==> config.mk <==
export PLATFORM = sky130hd
export DESIGN_NAME = qr_vector_driver_flat
export DESIGN_NICKNAME = d
export VERILOG_FILES = /design/src/rtl/qr_vector_driver_if.sv /design/src/rtl/qr_vector_driver.sv /design/src/flat_wrapper.sv
export SDC_FILE = /design/constraint.sdc
export NUM_CORES = 1
export LEC_CHECK = 0
export CORE_ASPECT_RATIO = 0.75
export CORE_MARGIN = 2
export CORE_UTILIZATION = 23
export DETAILED_ROUTE_END_ITERATION = 16
export PLACE_DENSITY = 0.55
export SYNTH_ARGS = -nofsm -noshare
export SYNTH_HDL_FRONTEND = slang
export SYNTH_SLANG_ARGS = --single-unit
==> constraint.sdc <==
create_clock -name clk -period 3 [get_ports clk]
set_input_delay 0.3 -clock clk [delete_from_list [all_inputs] [get_ports clk]]
set_output_delay 0.3 -clock clk [all_outputs]
set_load 0.03 [all_outputs]
==> src/rtl/qr_vector_driver_if.sv <==
// qr_vector_driver_if: element input stream and back-pressured result stream of the vector driver
interface qr_vector_driver_if;
  logic         in_valid;
  logic         in_ready;
  logic [47:0]  in_a_r;
  logic [47:0]  in_a_i;
  logic [11:0]  in_sigma;
  logic         res_valid;
  logic         res_ready;
  logic [199:0] res_data;
  modport master (output in_valid, in_a_r, in_a_i, in_sigma, res_ready, input in_ready, res_valid, res_data);
  modport slave (input in_valid, in_a_r, in_a_i, in_sigma, res_ready, output in_ready, res_valid, res_data);
endinterface

==> src/rtl/qr_vector_driver.sv <==
// qr_vector_driver: packs matrix elements into the QR core test vector and unpacks results into a 2-deep result stream
module qr_vector_driver #(
  parameter int NUM_IN  = 16,
  parameter int NUM_OUT = 32,
  parameter int TIMEOUT = 4096,
  parameter int CNT_W   = 12
) (
  input  logic                clk,
  input  logic                rst,
  input  logic                cmd_start,
  input  logic                cfg_reduced,
  qr_vector_driver_if.slave   bus,
  output logic [110:0]        test_vector,
  input  logic [201:0]        result_vector,
  output logic                busy,
  output logic                done,
  output logic                timeout_err
);
  localparam int EW = $clog2(NUM_IN + 1);
  localparam int BW = $clog2(NUM_OUT + 1);
  typedef enum logic [2:0] {IDLE, LOAD, WAIT_READY, UNLOAD, DRAIN, ABORT} state_t;
  state_t state, nxt;
  logic [EW-1:0] ecnt;
  logic [BW-1:0] bcnt;
  logic [CNT_W-1:0] tcnt;
  logic [47:0] a_r, a_i;
  logic [11:0] sigma;
  logic reduced, start;
  logic [199:0] fifo [2];
  logic rd_ptr, wr_ptr;
  logic [1:0] count;
  logic beat, last_in, push, pop, req, tmo, counting;
  always_comb begin
    beat = state == LOAD && bus.in_valid;
    last_in = ecnt == EW'(NUM_IN - 1);
    push = state == UNLOAD && result_vector[200] && count != 2'd2;
    pop = count != '0 && bus.res_ready;
    req = state == UNLOAD && (count == '0 || (count == 2'd1 && bus.res_ready));
    tmo = tcnt == CNT_W'(TIMEOUT - 1);
    counting = (state == WAIT_READY && !result_vector[201]) || (state == UNLOAD && !push);
    done = state == DRAIN && count == '0;
    busy = state != IDLE && state != ABORT && !done;
    bus.in_ready = state == LOAD;
    bus.res_valid = count != '0;
    bus.res_data = fifo[rd_ptr];
    test_vector = {req, start, reduced, sigma, a_i, a_r};
  end
  always_comb begin
    nxt = state;
    case (state)
      IDLE:       nxt = cmd_start ? LOAD : IDLE;
      LOAD:       nxt = beat && last_in ? WAIT_READY : LOAD;
      WAIT_READY: nxt = result_vector[201] ? UNLOAD : tmo ? ABORT : WAIT_READY;
      UNLOAD:     nxt = push ? (bcnt == BW'(NUM_OUT - 1) ? DRAIN : UNLOAD) : tmo ? ABORT : UNLOAD;
      DRAIN:      nxt = done ? IDLE : DRAIN;
      default:    nxt = IDLE;
    endcase
  end
  always_ff @(posedge clk or negedge rst)
    if (!rst) state <= IDLE;
    else state <= nxt;
  always_ff @(posedge clk or negedge rst) begin
    if (!rst) begin
      ecnt <= '0;
      bcnt <= '0;
      tcnt <= '0;
      a_r <= '0;
      a_i <= '0;
      sigma <= '0;
      reduced <= 1'b0;
      start <= 1'b0;
      fifo[0] <= '0;
      fifo[1] <= '0;
      rd_ptr <= 1'b0;
      wr_ptr <= 1'b0;
      count <= '0;
      timeout_err <= 1'b0;
    end else begin
      start <= beat && ecnt == '0;
      tcnt <= counting ? tcnt + CNT_W'(tcnt != '1) : '0;
      rd_ptr <= rd_ptr ^ pop;
      wr_ptr <= wr_ptr ^ push;
      count <= count + 2'(push) - 2'(pop);
      if (state == IDLE && cmd_start) begin
        ecnt <= '0;
        bcnt <= '0;
        reduced <= cfg_reduced;
        timeout_err <= 1'b0;
      end
      if (beat) begin
        a_r <= bus.in_a_r;
        a_i <= bus.in_a_i;
        ecnt <= ecnt + EW'(ecnt != EW'(NUM_IN));
      end
      if (beat && ecnt == '0) sigma <= bus.in_sigma;
      if (push) begin
        fifo[wr_ptr] <= result_vector[199:0];
        bcnt <= bcnt + BW'(bcnt != BW'(NUM_OUT));
      end
      // a beat offered into a full FIFO breaks the core contract and is dropped
      if (state == UNLOAD && result_vector[200] && count == 2'd2) timeout_err <= 1'b1;
      if (nxt == ABORT) begin
        timeout_err <= 1'b1;
        reduced <= 1'b0;
        count <= '0;
        rd_ptr <= 1'b0;
        wr_ptr <= 1'b0;
      end
    end
  end
endmodule
==> src/flat_wrapper.sv <==
// flat-port wrapper written by rule: the top's interface ports become plain ports
module qr_vector_driver_flat 
#(
  parameter int NUM_IN  = 16,
  parameter int NUM_OUT = 32,
  parameter int TIMEOUT = 4096,
  parameter int CNT_W   = 12
)
  (clk, rst, cmd_start, cfg_reduced, test_vector, result_vector, busy, done, timeout_err, bus_in_valid, bus_in_a_r, bus_in_a_i, bus_in_sigma, bus_res_ready, bus_in_ready, bus_res_valid, bus_res_data);
  qr_vector_driver_if bus_i ();
  input  logic clk;
  input  logic rst;
  input  logic cmd_start;
  input  logic cfg_reduced;
  output logic [110:0] test_vector;
  input  logic [201:0] result_vector;
  output logic busy;
  output logic done;
  output logic timeout_err;
  input wire logic [$bits(bus_i.in_valid)-1:0] bus_in_valid;
  input wire logic [$bits(bus_i.in_a_r)-1:0] bus_in_a_r;
  input wire logic [$bits(bus_i.in_a_i)-1:0] bus_in_a_i;
  input wire logic [$bits(bus_i.in_sigma)-1:0] bus_in_sigma;
  input wire logic [$bits(bus_i.res_ready)-1:0] bus_res_ready;
  output wire logic [$bits(bus_i.in_ready)-1:0] bus_in_ready;
  output wire logic [$bits(bus_i.res_valid)-1:0] bus_res_valid;
  output wire logic [$bits(bus_i.res_data)-1:0] bus_res_data;
  assign bus_i.in_valid = bus_in_valid;
  assign bus_i.in_a_r = bus_in_a_r;
  assign bus_i.in_a_i = bus_in_a_i;
  assign bus_i.in_sigma = bus_in_sigma;
  assign bus_i.res_ready = bus_res_ready;
  assign bus_in_ready = bus_i.in_ready;
  assign bus_res_valid = bus_i.res_valid;
  assign bus_res_data = bus_i.res_data;
  qr_vector_driver #(.NUM_IN(NUM_IN), .NUM_OUT(NUM_OUT), .TIMEOUT(TIMEOUT), .CNT_W(CNT_W)) u_core (.clk(clk), .rst(rst), .cmd_start(cmd_start), .cfg_reduced(cfg_reduced), .bus(bus_i), .test_vector(test_vector), .result_vector(result_vector), .busy(busy), .done(done), .timeout_err(timeout_err));
endmodule
Yosys cells after proc, flatten, opt, wreduce, memory -nomap -nowiden
Index checks and enable logic that the tools add are counted.

storage, ports and cells
  output and inout port bits = 316
  register bits = 541
  memories kept = 0
  bits in read-only memories = 0
  bits in latches = 0
  RAM bits = 0

operators by class
  order comparisons = 3
  multiply operators = 0
  equality and inequality tests = 15
  shifts and indexed selects = 0
  mux-type cells = 28
  reduce and logical (&&, ||, !) cells = 30
  bitwise gates (word level) = 4
  div/mod/pow operators = 0
  add/sub/neg operators = 5

operators by type and width
  cell                  count
  $mux 200              4
  $bwmux 400            1
  $demux 200 s1         1
  $mux 3                6
  $logic_and 1x1->1     16
  $pmux 3 s5            1
  $add 12x1->12         1
  $eq 12x12->1 const B  1
  $mux 12               1
  $mux 6                2
  $ne 12x12->1 const B  1
  $mux 5                2
  $mux 1                8
  $reduce_bool 2->1     4
  $add 6x1->6           1
  $eq 3x2->1 const B    2
  $eq 3x3->1 const B    2
  $eq 6x5->1 const B    1
  $ne 6x6->1 const B    1
  $reduce_bool 3->1     2
  $add 5x1->5           1
  $eq 5x4->1 const B    1
  $logic_not 5->1       1
  $ne 5x5->1 const B    1
  16 further kinds      23

Logic depth before layout (Yosys ltp)
Gate-level depths: netlist of the first run.

  word-level depth = 7
  gate-level depth with buffers = 9

Least setup slack after synthesis of the first run
No wires, ideal clock.

  path kind = flip-flop to flip-flop
  from = register u_core.state[1]
  to = register u_core.fifo[0] (netlist name)
  stages on the path, launching flop included = 9
  library setup time = 125 ps
  slack = 738 ps
  arrival = 2137 ps
  data required time = 2875 ps
  path through = dfrtp_1 buf_2 and3b_1 nand3_1 inv_1 ha_1 clkbuf_1 clkbuf_1 mux2_2

on the way
  word-level cells in the longest chain between the ends = 3

RTL lines
  item                             RTL line                text
  from (decl)                      qr_vector_driver.sv:22  state_t state, nxt;
  from (signal assigned)           qr_vector_driver.sv:61  else state <= nxt;
  $eq 3x2->1                       qr_vector_driver.sv:36  push = state == UNLOAD && result_vector[200] && count != 2'd2;
  $logic_and 1x1->1 (2 in a row)   qr_vector_driver.sv:36
  to (signal, indexed assignment)  qr_vector_driver.sv:97  fifo[wr_ptr] <= result_vector[199:0];
  to (decl)                        qr_vector_driver.sv:29  logic [199:0] fifo [2];

No other way between the ends.
A chain may end at the register's enable or synchronous reset.

Final worst setup path of the first run
  from = register u_core.rd_ptr
  to = output bus_res_data[121]

on the way
  word-level cells in the longest chain between the ends = 4

RTL lines
  item                                         RTL line                text
  from (decl)                                  qr_vector_driver.sv:30  logic rd_ptr, wr_ptr;
  from (signal assigned)                       qr_vector_driver.sv:81  rd_ptr <= rd_ptr ^ pop;
  $not 1->2 (not written as such)              qr_vector_driver.sv:45  bus.res_data = fifo[rd_ptr];
  $mux 200 (not written as such) (3 in a row)  qr_vector_driver.sv:45
  to (decl)                                    flat_wrapper.sv:27      output wire logic [$bits(bus_i.res_data)-1:0] bus_res_data;

No other way between the ends. The select of a mux whose other input is x is not followed.

==> out/summary.txt, run 1 <==
antenna viol nets, final = 0
CP endpoint kind = primary output
Initial Utilization = 0.2313
Inst Count DP = 3,599
CTS Sinks = 541
TNS Setup = 0 ns
count of final hold-check violations = 0
fillers = 9,795
io pins = 632
Mapped Area = 0.02289 mm^2
GPL Wtd Cong = 0.7966
pin count of the biggest net entering global routing = 102
clk slew on worst S/H paths = 0.06 ns
Tmin final = 2.896 ns
Num CTS Buffers = 59
worst-margin pin slew = 0.8751 ns
Most used DFF post-synth = dfrtp_1
die width = 368.3 um
Power Total = 41.80 mW
CP startpoint = u_core.rd_ptr
Overflow after GRT = 0
R2R depth = 6
share of the synthesized area in the top cell type = 0.5915
cell with the most instances after synthesis = mux2_2
Via density = 4.206
post-CTS sizing = 0
Crit Path Class = flip-flop to primary output
DRT Pass-1 Iters = 5
#FFs+latches synth = 541
Req. time, crit path = 2.70 ns
wire length on met2 = 33.13 mm
Worst Hold Class = input pin to flip-flop
Area contributors post-synth = dfrtp_1, mux2_2, nand2_1
Lkg Pwr = 13.85 nW
Avg Cell Area, Syn = 13.52 um^2
P&R area growth vs syn = 44.67%
crit path capture = bus_res_data[121]
Post-Route WL = 67.20 mm
# H-tree levels = 2
Relative slew margins = 0.4166
syn nets = 2,022
Final Util = 0.3346
1st-iter DRT viols = 496
placed cell area = 0.03110 mm^2
DR top layer = met5
total track usage = 0.1280
Max-cap violations = 0
DIE AREA = 0.1021 mm^2
Mapped Cells = 1,693
Worst Path Max Fanout = 30
Fmax = 345.4 MHz
sequential area share after synthesis = 0.5915
Clock Path Buffers = 3
row count = 100
Setup WS post-layout = 0.1045 ns
dpl hpwl = 48.04 mm
Worst Path Arrival = 2.60 ns
TritonCTS clock tree = yes
PwrDens = 1262 mW/mm^2
EDFF count, synth = 0
final clock skew = 0.02407 ns
design area = 0.03311 mm^2
top cells by count, synth = mux2_2, dfrtp_1, nand2_1
worst vdd ir = 0.0006695 V
dominant cell type by area after synthesis = dfrtp_1
FF-to-FF End = u_core.fifo[182]
reg2reg start = u_core.state[1]
Synth warnings = 0
CP Launch Type = flip-flop
Post-synth ARST share = 1.000
final setup fails = 0
DR DRC count = 0
met1 wire length = 27.45 mm
die height = 277.2 um
Port Buffers = 631
Max Slew Vio Count = 0
first-pass GRT wire length = 102.7 mm
Via Count = 15.63k
initial antenna violation count = 12
core area = 0.09897 mm^2
RSZ-0062 raised after global routing = no
Min Hold Slack = 0.2042 ns
clk root buf = clkbuf_16
Final nets = 2,670
routed length per instance = 18.08 um
post-synth cell types = 45
Period Utilization, post-route = 0.9652
R2R setup slack = 0.39 ns
count of non-filler cells in the finished layout = 3,716
vias in the first global route = 17.39k
layout cells sized above 1 = 0.3195
Post-Place Setup Slack = 0.2857 ns
Clock Latency Late Sink = 0.62 ns
met3 WL = 4.590 mm
status = complete, no violations
layer usage:
layer | vias to the layer above | global-route usage
li1 | 7110 | -
met1 | 7941 | 0.1520
met2 | 444 | 0.2202
met3 | 121 | 0.03859
met4 | 12 | 0.04134
met5 | - | 0
layout by cell type, fill, tap and decap left out, drive strengths merged, types with 2 or more instances in the layout:
| cell type | Yosys | final |
|---|---|---|
| a21oi | 2 | 2 |
| a22o | 2 | 2 |
| and2 | 2 | 2 |
| buf | 17 | 52 |
| bufinv | 0 | 5 |
| clkbuf | 78 | 86 |
| clkdlybuf4s50 | 0 | 629 |
| clkinv | 0 | 11 |
| dfrtp | 541 | 541 |
| diode | 0 | 5 |
| ha | 13 | 13 |
| inv | 15 | 17 |
| mux2 | 612 | 612 |
| mux2i | 2 | 2 |
| nand2 | 303 | 303 |
| nand2b | 4 | 4 |
| nand3 | 15 | 15 |
| nand4 | 3 | 3 |
| nor2 | 24 | 24 |
| nor2b | 4 | 4 |
| nor3 | 9 | 9 |
| nor3b | 2 | 2 |
| o21ai | 10 | 10 |
| xnor2 | 11 | 11 |
| xor2 | 4 | 4 |
critical path, stage by stage (launching register included):
cell	delay, ns
dfrtp_4	0.48
buf_12	0.15
buf_4	0.15
buf_12	0.16
mux2_2	0.26
clkdlybuf4s50_1	0.73
kinds of logic (layout without fill, tap and decap cells):
| logic type | Yosys count | count (layout) | share of synthesized area |
|---|---|---|---|
| mux | 614 | 614 | 0.3020 |
| flops | 541 | 541 | 0.5915 |
| simple gates | 377 | 377 | 0.06789 |
| buf+inv | 110 | 802 | 0.01924 |
| compound gates | 23 | 23 | 0.006561 |
| xor+xnor | 15 | 15 | 0.005740 |
| fa+ha+maj | 13 | 13 | 0.007107 |
| other cells | 0 | 5 | 0 |
power breakdown:
part | internal [mW] | leakage, nW | switching (mW)
combinational | 10.5 | 6.38 | 11.3
sequential | 10.8 | 6.52 | 1.78
clock | 4.32 | 0.954 | 3.00
registers in the layout, indices dropped and copies added (netlist names):
| signal | count |
|---|---|
| u_core.timeout_err | 1 |
| u_core.ecnt | 5 |
| u_core.a_r | 48 |
| u_core.sigma | 12 |
| u_core.reduced | 1 |
| u_core.count | 2 |
| u_core.state | 3 |
| u_core.fifo | 400 |
| u_core.wr_ptr | 1 |
| u_core.rd_ptr | 1 |
| u_core.bcnt | 6 |
| u_core.start | 1 |
| u_core.tcnt | 12 |
| u_core.a_i | 48 |
worst min-delay path by stage:
stage,end,cells past startpoint,start
after global placement,u_core.fifo[201],1,rst
after global routing,u_core.a_i[9],3,bus_in_a_i[9]
after floorplan,u_core.a_i[0],0,rst
after CTS,u_core.a_r[3],3,bus_in_a_r[3]
final,u_core.a_i[41],3,bus_in_a_i[41]
after detailed placement,u_core.fifo[201],1,rst
cell type report:
class | count | area, um^2 | area share
Sequential cell | 541 | 13540 | 0.4090
Clock buffer | 86 | 1698 | 0.05128
Antenna cell | 5 | 12.51 | 0.0003779
Multi-Input combinational cell | 1042 | 8957 | 0.2705
Timing Repair Buffer | 682 | 6954 | 0.2100
Inverter | 15 | 56.30 | 0.001700
Clock inverter | 19 | 234.0 | 0.007066
Tap cell | 1326 | 1659 | 0.05010
repair_timing:
action / 4_1_cts / 5_1_grt
hold buffers: 1 / 0
buffers inserted: 6 / 0
hold endpoints to repair: 68 / 0
setup endpoints to repair: 188 / 0
Note: power is estimated with default switching activity, not from simulation.
==> inputs of run 2 (changes only) <==
Settings changed: ABC_CLOCK_PERIOD_IN_PS from default to 3000, PLACE_DENSITY 0.55 to default, PLACE_DENSITY_LB_ADDON from default to 0.1.
==> run 2 against run 1 <==
Utilization about the same. Critical endpoint is now bus_res_data[181]. Maximum frequency grew 2.4%. Combinational power decreased by 2%. Largest power group unchanged. Clock skew increased by 0.0035 ns. Power fell by 0.38%.
==> out/summary.txt, run 2 (same netlist as run 1, synthesis figures left out) <==
status = complete, no violations
dpl hpwl = 51.32 mm
Relative slew margins = 0.4502
pin count of the biggest net entering global routing = 102
RSZ-0062 raised after global routing = no
TritonCTS clock tree = yes
Post-Route WL = 72.65 mm
Final Util = 0.3350
DR DRC count = 0
layout cells sized above 1 = 0.3194
Period Utilization, post-route = 0.9429
worst-margin pin slew = 0.8217 ns
final setup fails = 0
R2R depth = 6
first-pass GRT wire length = 109.7 mm
Max-cap violations = 0
DR top layer = met5
die width = 368.3 um
fillers = 9,769
Clock Path Buffers = 3
Lkg Pwr = 14.00 nW
most frequent cells in the layout = mux2_2, clkdlybuf4s50_1, dfrtp_1, nand2_1, dlygate4sd2_1
R2R setup slack = 0.45 ns
Register Area = 0.01354 mm^2
DIE AREA = 0.1021 mm^2
clk root buf = clkbuf_16
Num CTS Buffers = 61
1st-iter DRT viols = 459
Hold Path Stages = 3
multi-input combinational cell area = 0.008957 mm^2
Worst Path Max Fanout = 52
reg2reg start = u_core.state[1]
core area = 0.09897 mm^2
Worst Path Arrival = 2.53 ns
Via Count = 15.44k
antenna viol nets, final = 0
P&R area growth vs syn = 44.86%
Initial Utilization = 0.2313
Max Slew Vio Count = 0
Power Total = 41.64 mW
FF-to-FF End = u_core.fifo[5]
hold endpoint = u_core.a_r[13]
clk slew on worst S/H paths = 0.06 ns
final clock skew = 0.02755 ns
io pins = 632
Biggest register = u_core.fifo
Tmin final = 2.829 ns
initial antenna violation count = 10
Clock Latency Late Sink = 0.64 ns
GPL Wtd Cong = 0.7671
total track usage = 0.1402
routed length per instance = 19.53 um
Req. time, crit path = 2.70 ns
Worst Hold Class = input pin to flip-flop
die height = 277.2 um
PwrDens = 1256 mW/mm^2
Via density = 4.151
met1 wire length = 30.84 mm
max reg flops = 400
Fmax = 353.5 MHz
TNS Setup = 0 ns
Port Buffers = 631
DRT Pass-1 Iters = 4
CTS Sinks = 541
commonest non-fill, non-tap cell in the layout = mux2_2
met3 WL = 5.348 mm
Crit Path Class = flip-flop to primary output
wire length on met2 = 34.97 mm
CP endpoint kind = primary output
# H-tree levels = 2
vias in the first global route = 17.08k
worst vdd ir = 0.0006459 V
biggest regs = u_core.fifo: 400 flops, u_core.a_i: 48 flops, u_core.a_r: 48 flops
row count = 100
CP Launch Type = flip-flop
count of final hold-check violations = 0
Overflow after GRT = 0
HP Start = bus_in_a_r[13]
Final nets = 2,668
## run 2: worst max-delay path, stage by stage, from the launching register on
cell             delay, ns
dfrtp_4               0.49
buf_12                0.31
mux2_2                0.38
clkdlybuf4s50_1       0.67
## run 2: metrics by stage
stage                     hold slack [ns]  setup WS (ns)  cells  instance area [um^2]
final                              0.1884         0.1714   3719                 33160
after global routing               0.1556      0.0004448   3715                 33150
after CTS                          0.1192        0.03095   3712                 33140
after detailed placement           0.3604         0.3271   3601                 31210
after global placement             0.3531         0.3892   3601                 31210
after floorplan                  0.004409         0.7384   1693                 22890
## run 2: layout make-up
type,count,share of cell area
inverter,15,0.001698
clock inverter,21,0.006981
antenna,7,0.0005283
multi-input combinational,1042,0.2702
timing repair buffer,678,0.2090
tap,1326,0.05004
sequential,541,0.4084
clock buffer,89,0.05313
## run 2: worst max-delay path by stage
stage | start | to | cells after the start
5_1_grt | u_core.rd_ptr | bus_res_data[187] | 3
6_report | u_core.rd_ptr | bus_res_data[181] | 3
3_3_place_gp | result_vector[200] | u_core.fifo[31] | 7
4_1_cts | u_core.rd_ptr | bus_res_data[187] | 3
2_1_floorplan | u_core.state[1] | u_core.fifo[0] | 8
3_5_place_dp | result_vector[200] | u_core.fifo[7] | 6
## run 2: per-layer routing
| metal | up-vias | track usage |
|---|---|---|
| met1 | 7858 | 0.1739 |
| met4 | 12 | 0.03632 |
| li1 | 7124 | - |
| met5 | - | 0 |
| met3 | 90 | 0.04854 |
| met2 | 355 | 0.2317 |
## run 2: where the power goes
group / internal, mW / switching, mW
clock network: 4.40 / 3.16
registers: 10.8 / 1.74
logic: 10.1 / 11.4
total: 25.3 / 16.3
## run 2: timing repair
item                       in CTS  in global routing
gates resized for setup        65                  0
hold buffers                    1                  0
buffers inserted                0                  0
hold endpoints to repair       50                  0
setup endpoints to repair      63                  0
